==> config.mk <==
export PLATFORM = sky130hd
export DESIGN_NAME = note_sequencer_flat
export DESIGN_NICKNAME = d
export VERILOG_FILES = /design/src/rtl/music_pkg.sv /design/src/rtl/note_sequencer_if.sv /design/src/rtl/tick_divider.sv /design/src/rtl/note_sequencer.sv /design/src/flat_wrapper.sv
export SDC_FILE = /design/constraint.sdc
export NUM_CORES = 1
export LEC_CHECK = 0
export CAP_MARGIN = 20
export CORE_MARGIN = 3
export CORE_UTILIZATION = 50
export DETAILED_ROUTE_END_ITERATION = 8
export GPL_TIMING_DRIVEN = 1
export MAX_ROUTING_LAYER = met4
export PLACE_DENSITY = 0.88
export SLEW_MARGIN = 40
export SYNTH_ARGS = -nofsm -noshare
export SYNTH_HDL_FRONTEND = slang
export SYNTH_HIERARCHICAL = 1
export SYNTH_SLANG_ARGS = --single-unit
==> constraint.sdc <==
create_clock -name clk -period 2.25 [get_ports clk]
set_input_delay 0.225 -clock clk [delete_from_list [all_inputs] [get_ports clk]]
set_output_delay 0.225 -clock clk [all_outputs]
set_load 0.02 [all_outputs]
==> src/rtl/music_pkg.sv <==
// music_pkg: shared widths, song-table markers, song bases and sequencer state encoding
package music_pkg;
    localparam int NOTE_W = 6;
    localparam int DUR_W = 6;
    localparam int ROM_ADDR_W = 9;
    localparam logic [NOTE_W-1:0] REST_NOTE = '0;
    localparam logic [DUR_W-1:0] END_MARKER = '0;
    localparam logic [ROM_ADDR_W-1:0] SONG0_BASE = '0;
    localparam logic [ROM_ADDR_W-1:0] SONG1_BASE = {1'b1, {(ROM_ADDR_W-1){1'b0}}};
    typedef enum logic [2:0] {IDLE, FETCH, WAIT, PLAY, GAP, DONE} seq_state_t;
endpackage

==> src/rtl/note_sequencer_if.sv <==
// note_sequencer_if: song ROM read bus; data returns one cycle after the address
interface note_sequencer_if #(
    parameter int ADDR_W = music_pkg::ROM_ADDR_W,
    parameter int DATA_W = music_pkg::NOTE_W + music_pkg::DUR_W
);
    logic [ADDR_W-1:0] rom_addr;
    logic [DATA_W-1:0] rom_data;
    modport master(output rom_addr, input rom_data);
    modport slave(input rom_addr, output rom_data);
endinterface

==> src/rtl/tick_divider.sv <==
// tick_divider: enable-gated prescaler giving a duration tick and a once-per-second tick
module tick_divider #(
    parameter int DIV = 10,
    parameter int SEC_DIV = 16
) (
    input  logic clk,
    input  logic RESET_N,
    input  logic en,
    input  logic clr,
    output logic tick,
    output logic sec_tick
);
    localparam int PW = DIV > 1 ? $clog2(DIV) : 1;
    localparam int SW = SEC_DIV > 1 ? $clog2(SEC_DIV) : 1;
    logic [PW-1:0] pre;
    logic [SW-1:0] sec;
    assign tick = en && pre == PW'(DIV - 1);
    assign sec_tick = tick && sec == SW'(SEC_DIV - 1);
    // pausing holds the count so a resumed note keeps its partial tick
    always_ff @(posedge clk or negedge RESET_N) begin
        if (!RESET_N) begin
            pre <= '0;
            sec <= '0;
        end else if (clr) begin
            pre <= '0;
            sec <= '0;
        end else if (en) begin
            pre <= tick ? '0 : pre + 1'b1;
            if (tick) sec <= sec_tick ? '0 : sec + 1'b1;
        end
    end
endmodule

==> src/rtl/note_sequencer.sv <==
// note_sequencer: walks a {note,duration} song ROM and presents timed fullnote codes,
// with play/pause, song select, end-of-song and an elapsed-seconds count
module note_sequencer import music_pkg::*; #(
    parameter int CLK_HZ = 100_000_000,
    parameter int TICK_HZ = 16,
    parameter int ADDR_W = ROM_ADDR_W
) (
    input  logic              clk,
    input  logic              RESET_N,
    input  logic              play,
    input  logic              song_sel,
    note_sequencer_if.master  rom,
    output logic [NOTE_W-1:0] fullnote,
    output logic              note_strobe,
    output logic              playing,
    output logic              song_done,
    output logic [11:0]       elapsed_sec
);
    logic [1:0] play_sync, sel_sync;
    logic sel_prev, play_s, song_chg, tick, sec_tick, strobe_nx;
    seq_state_t state, state_nx;
    logic [ADDR_W-1:0] addr, addr_nx;
    logic [NOTE_W-1:0] note, note_nx, rom_note;
    logic [DUR_W-1:0] dur, dur_nx, rom_dur;

    assign play_s = play_sync[1];
    assign song_chg = sel_sync[1] ^ sel_prev;
    assign {rom_note, rom_dur} = rom.rom_data;
    assign rom.rom_addr = addr;
    assign fullnote = play_s ? note : REST_NOTE;
    assign playing = state == PLAY || state == GAP;
    assign song_done = state == DONE;

    // synchronisers keep sampling through reset so play is already seen on release
    always_ff @(posedge clk) begin
        play_sync <= {play_sync[0], play};
        sel_sync <= {sel_sync[0], song_sel};
    end

    tick_divider #(.DIV(CLK_HZ / TICK_HZ), .SEC_DIV(TICK_HZ)) u_div (
        .clk(clk), .RESET_N(RESET_N), .en(play_s), .clr(song_chg), .tick(tick), .sec_tick(sec_tick)
    );

    always_comb begin
        state_nx = state;
        addr_nx = addr;
        note_nx = note;
        dur_nx = dur;
        strobe_nx = 1'b0;
        if (song_chg) begin
            state_nx = IDLE;
            addr_nx = {sel_sync[1], {(ADDR_W-1){1'b0}}};
            note_nx = REST_NOTE;
            dur_nx = '0;
        end else if (play_s) begin
            case (state)
                IDLE: state_nx = FETCH;
                FETCH: state_nx = WAIT;
                WAIT: if (rom_dur == END_MARKER) state_nx = DONE;
                      else begin
                          note_nx = rom_note;
                          dur_nx = rom_dur - 1'b1;
                          strobe_nx = 1'b1;
                          state_nx = PLAY;
                      end
                PLAY: if (tick) begin
                          if (dur == '0) begin
                              note_nx = REST_NOTE;
                              state_nx = GAP;
                          end else dur_nx = dur - 1'b1;
                      end
                GAP: if (tick) begin
                         addr_nx = {addr[ADDR_W-1], addr[ADDR_W-2:0] + 1'b1};
                         state_nx = FETCH;
                     end
                default: ;
            endcase
        end
    end

    always_ff @(posedge clk or negedge RESET_N) begin
        if (!RESET_N) begin
            state <= IDLE;
            addr <= '0;
            note <= REST_NOTE;
            dur <= '0;
            note_strobe <= 1'b0;
            sel_prev <= 1'b0;
            elapsed_sec <= '0;
        end else begin
            state <= state_nx;
            addr <= addr_nx;
            note <= note_nx;
            dur <= dur_nx;
            note_strobe <= strobe_nx;
            sel_prev <= sel_sync[1];
            elapsed_sec <= song_chg ? '0 :
                           (sec_tick && playing && elapsed_sec != 12'hFFF) ? elapsed_sec + 1'b1 : elapsed_sec;
        end
    end
endmodule
==> src/flat_wrapper.sv <==
// flat-port wrapper written by rule: the top's interface ports become plain ports
module note_sequencer_flat import music_pkg::*;
#(
    parameter int CLK_HZ = 100_000_000,
    parameter int TICK_HZ = 16,
    parameter int ADDR_W = ROM_ADDR_W
)
  (clk, RESET_N, play, song_sel, fullnote, note_strobe, playing, song_done, elapsed_sec, rom_rom_addr, rom_rom_data);
  note_sequencer_if #(.ADDR_W(ADDR_W)) rom_i ();
  input  logic clk;
  input  logic RESET_N;
  input  logic play;
  input  logic song_sel;
  output logic [NOTE_W-1:0] fullnote;
  output logic note_strobe;
  output logic playing;
  output logic song_done;
  output logic [11:0] elapsed_sec;
  output wire logic [$bits(rom_i.rom_addr)-1:0] rom_rom_addr;
  input wire logic [$bits(rom_i.rom_data)-1:0] rom_rom_data;
  assign rom_rom_addr = rom_i.rom_addr;
  assign rom_i.rom_data = rom_rom_data;
  note_sequencer #(.CLK_HZ(CLK_HZ), .TICK_HZ(TICK_HZ), .ADDR_W(ADDR_W)) u_core (.clk(clk), .RESET_N(RESET_N), .play(play), .song_sel(song_sel), .rom(rom_i), .fullnote(fullnote), .note_strobe(note_strobe), .playing(playing), .song_done(song_done), .elapsed_sec(elapsed_sec));
endmodule
**Word-level counts from Yosys, hierarchy flattened**

Cells that the tools add are included.

- Word-level logic and storage cells: 88
- Bits in registers: 69
- Output and inout port bits: 30

- Multiplexer cells: 37
- Reductions and logical operators: 19
- Bitwise gates (word level): 1
- Equality and inequality tests: 13
- $add $sub $neg: 6

Operators with widths:

| operator | count |
|---|---|
| $mux 23 | 3 |
| $mux 6 | 11 |
| $mux 9 | 3 |
| $mux 12 | 2 |
| $pmux 6 s2 | 2 |
| $add 23x1->23 const B | 1 |
| $eq 23x23->1 const B | 1 |
| $mux 3 | 6 |
| $mux 4 | 4 |
| $ne 3x2->1 const B | 5 |
| $pmux 3 s5 | 1 |
| $reduce_and 5->1 | 3 |
| $add 12x1->12 const B | 1 |
| $logic_not 6->1 | 2 |
| $ne 12x12->1 const B | 1 |
| $sub 6x1->6 const B | 2 |
| $add 8x1->8 const B | 1 |
| $mux 8 | 1 |
| $reduce_bool 2->1 | 4 |
| $eq 3x2->1 const B | 2 |
| $eq 3x3->1 const B | 2 |
| $reduce_bool 6->1 | 1 |
| $add 4x1->4 const B | 1 |
| $eq 4x4->1 const B | 1 |
| 9 further kinds | 15 |

**Depth between registers and ports, before layout**

- Depth after elaboration: 7
- Gate-level depth with buffers: 10

**By module**

Netlist, hierarchy kept.

By module, submodules not included:

| module | sequential area each (um^2) | cells each | times used | area an instance (um^2) |
|---|---|---|---|---|
| note_sequencer | 1031.0 | 237 | 1 | 2217.1 |
| tick_divider | 675.6 | 166 | 1 | 1552.7 |

**Least setup slack after synthesis**

OpenSTA, ideal clock, no wires.

- Path kind: flip-flop to flip-flop
- Start: register u_core.u_div.pre[0]
- End: register u_core.elapsed_sec[4]
- Setup time: 0.078 ns
- Slack: -0.128 ns
- Stages on the path, launching flop included: 10
- Data arrival time: 2.300 ns
- Cells stage by stage: dfrtp_1 ha_1 nand2_1 nor4b_1 and3_1 and4_1 and4_1 o21ai_0 or3_1 a21oi_1

- Word-level cells in the longest chain between the ends: 6

RTL lines:

| item | RTL line | source |
|---|---|---|
| start, declared | tick_divider.sv:15 | `logic [PW-1:0] pre;` |
| start signal, assigned | tick_divider.sv:28 | `pre <= tick ? '0 : pre + 1'b1;` |
| $eq 23x23->1 | tick_divider.sv:17 | `assign tick = en && pre == PW'(DIV - 1);` |
| $logic_and 1x1->1 | tick_divider.sv:17 |  |
| named net u_core.tick | note_sequencer.sv:20 | `logic sel_prev, play_s, song_chg, tick, sec_tick, strobe_nx;` |
| $logic_and 1x1->1 | tick_divider.sv:18 | `assign sec_tick = tick && sec == SW'(SEC_DIV - 1);` |
| named net u_core.sec_tick | note_sequencer.sv:20 |  |
| $logic_and 1x1->1 (2 in a row) | note_sequencer.sv:98 | `(sec_tick && playing && elapsed_sec != 12'hFFF) ? elapsed_sec + 1'b1 : elapsed_sec;` |
| $reduce_bool 2->1 (no line) | - |  |
| end signal, assigned | note_sequencer.sv:97 | `elapsed_sec <= song_chg ? '0 :` |
| end, declared | note_sequencer.sv:17 | `output logic [11:0] elapsed_sec` |

The timed path passes the listed nets, and every way through them passes these cells.
A chain may end at the register's enable or synchronous reset.

**Worst setup path after layout**

- Start: register u_core.u_div.pre[6]
- End: register u_core.elapsed_sec[4]

Same word-level chain as after synthesis.

==> impl_metrics.yaml <==
timing:
  min_period_over_period: 0.999
  setup_viol: 0
  max_slew.worst_pin.slew_ns: 0.659
  layout_min_cycle_time_ns: 2.25
  slew_violations: 0
  maxSlewHeadroom: 0.561
  clock.fmax_mhz: 445
  hold_viol_final: 0
  skew_ns: 0.0101
  fin_hold_ws_ns: 0.326
  rsz0062_at_grt: "yes"
clock_network:
  h-tree-depth: 3
  clockRootBuffer: "clkbuf_8"
  clkSlewWorstSetupHoldPaths_ns: 0.08
  cts_tree: "yes"
  cts_inserted_buffers: 9
  cts_buffer_depth: 2
  clk_latency_ns: 0.35
  clock-sinks: 69
route:
  vias_per_cell: 5.83
  first_pass_iters: 6
  antenna_left: 0
  vias: 3481
  drt_iter0_drc: 195
  totalWireLength_um: 9540
  routedWlPerCell_um: 16.0
  drc_errors: 0
global_route:
  grt_max_degree: 39
  grt_pass1_wl_um: 16000
  grt_usage: 0.237
  grt_pass1_vias: 3427
  antenna_found_initial: 0
  gr-total-overflow: 0
logic_synthesis:
  yosys.area.top_type: "dfrtp_1"
  yosys_most_used_dff: "dfrtp_1"
  synthAdderAreaFrac: 0.0166
  synthCells: 403
  synth_edf_count: 0
  syn_avg_cell_area_um2: 9.35
  yosys_register_bits: 69
  synth_xor_area_frac: 0.0743
  synth_compound_area_frac: 0.106
  yosysWarnings: 6
  yosysSeqAreaShare: 0.453
  async_flop_share: 0.942
  muxShareOfSynthArea: 0.0262
  synthSimpleGateAreaFrac: 0.297
  syn_nets: 424
  synthTopCellsByArea: "dfrtp_1 43%, xnor2_1 4.6%, nor2_1 4.5%"
  synth_area_mm2: 0.00377
  yosys.area.top_type_share: 0.431
  synthDistinctLibCells: 55
  synth_top_family_by_area: "simple AND/OR/NAND/NOR gates"
critical_path:
  cp.buffers_inverters: 0
  start_kind: "register"
  crit_fanout: 5
  worstSetupPathType: "register to register"
  arrival_ns: 2.53
  critPathTopFamily: "simple AND/OR/NAND/NOR gates"
  crit_slowest_cell: "dfrtp_1"
  required_ns: 2.53
  rr_startpoint: "u_core/u_div/pre[6]"
  max_stage_delay_ns: 0.40
  path_cells: "nor4b_2 -> and3_1 -> and3_4 -> and4_4 -> and4_1 -> o21ai_2 -> or3_4 -> a21oi_2"
  reg2reg_depth: 8
  worst_r2r_endpoint: "u_core/elapsed_sec[4]"
  worstSetupEndpointType: "register"
  ff2ff_setup_slack_ns: 0.003
placement:
  place.gp.congestion: 0.985
  port_buffers: 45
  hpwl_um: 6700
  dpl.cell_count: 578
floorplan:
  num_io_pins: 46
  die_w_um: 92.8
  core_mm2: 0.00729
  die-area_mm2: 0.00862
  start_util: 0.517
  die_h_um: 92.8
  rows: 31
power:
  finalPower_mw: 2.83
  power.leakage_nw: 2.08
  powerDensity_mw_per_mm2: 570
  ir_drop_uv: 320
run:
  max_cap_violations: 0
final_layout:
  nFillCells: 526
  layout.nets: 514
  final_common_cell: "dfrtp_1"
  diodes: 0
  drive_above_1_share: 0.225
  layout_common_cells: "65 x dfrtp_1, 47 x buf_4, 44 x clkdlybuf4s50_1, 44 x nor2_1, 29 x nand2_1"
  syn_to_final_growth_pct: 31.7
  regArea_mm2: 0.00171
  final_cells: 597
  multi_input_area_mm2: 0.00207
worst_hold_path:
  min_path_type: "primary input to register"
  worst_hold_path.endpoint: "u_core/play_sync[0]"
  min_path_cells: 1
  min_from: "play"
status:
  status: "finished clean"
[cells in the mapped netlist, types with 2 or more instances]
library cell,instances
dfrtp_1,65
nor2_1,45
nand2_1,31
nor3_1,23
a21oi_1,21
xnor2_1,20
o21ai_0,19
nand3_1,17
xor2_1,12
and3_1,11
clkbuf_1,11
nand4_1,10
inv_1,8
and2_1,7
mux2_2,7
nand3b_1,6
nor3b_1,6
and4_1,5
ha_1,5
nor4_1,5
nor4b_1,5
a31oi_1,4
dfxtp_1,4
nand2b_1,4
or3_1,4
a21o_1,3
buf_2,3
nor2b_1,3
or2_2,3
or4_4,3
a211o_1,2
a31o_2,2
mux2i_1,2
nand4_2,2
o211ai_1,2
o21a_1,2
o21ai_1,2
o31ai_1,2
[kinds of logic after synthesis]
| family | count (synthesis) |
|---|---|
| and+or+nand+nor | 198 |
| DFF | 69 |
| AOI/OAI and AO/OA | 66 |
| xor gates and xnor gates | 32 |
| buffers and inverters | 24 |
| muxes | 9 |
| adders and majority gates | 5 |
[cell type report]
class,count,share of cell area
clock buffers,9,0.0250
clock inverters,7,0.0151
inverters,9,0.00681
multi-input cells,310,0.417
flip-flops and latches,69,0.344
well taps,99,0.0250
repair buffers,94,0.167
[worst max path at each step]
stage | startpoint | to | slack, ns | cells after the start
final | u_core/u_div/pre[6] | u_core/elapsed_sec[4] | 0.003 | 8
after global routing | u_core/u_div/pre[6] | u_core/elapsed_sec[4] | -0.07 | 8
after CTS | u_core/u_div/pre[0] | u_core/elapsed_sec[4] | -0.01 | 9
after detailed placement | u_core/u_div/pre[5] | u_core/elapsed_sec[8] | -0.16 | 9
after global placement | rom_rom_data[3] | u_core/dur[2] | -0.003 | 5
after floorplan | u_core/u_div/pre[0] | u_core/elapsed_sec[4] | -0.02 | 9
[flip-flops by register name (all words and copies together), names as in the netlist]
signal	count
u_core/u_div/pre	23
u_core/elapsed_sec	12
u_core/rom.rom_addr	9
u_core/dur	6
u_core/note	6
u_core/u_div/sec	4
u_core/state	3
u_core/play_sync	2
u_core/sel_sync	2
u_core/note_strobe	1
u_core/sel_prev	1
[metal layers]
layer / vias up / GRT usage / share of wire
met2: 140 / 0.412 / 0.53
met5: - / - / 0
met3: 17 / 0.0439 / 0.055
met4: 0 / 0.0989 / 0.019
li1: 1620 / - / -
met1: 1704 / 0.268 / 0.40
[report_power, final]
group	switching [mW]	internal, mW
combinational	0.246	0.207
clock	0.493	0.515
sequential	0.0651	1.30
[stage by stage]
step,setup WS (ns),area (µm²),setup TNS (ns),utilization
2_1_floorplan,-0.0165,3790,-0.0505,-
3_3_place_gp,-0.00314,4650,-0.00314,0.637
3_5_place_dp,-0.161,4650,-1.22,0.637
4_1_cts,-0.0105,4900,-0.0105,0.672
5_1_grt,-0.0735,4960,-0.326,0.681
6_report,0.00290,4960,0,0.681
[what timing repair did]
| action | in CTS | in global routing |
|---|---|---|
| endpoints found under the setup margin | 12 | 19 |
| gates cloned | 0 | 0 |
| hold endpoints to repair | 27 | 0 |
| pin swaps | 5 | 7 |
| buffers inserted | 1 | 1 |
| hold buffers | 1 | 0 |
| resized for setup | 11 | 13 |
No activity file was read; power rests on OpenSTA's default activity.
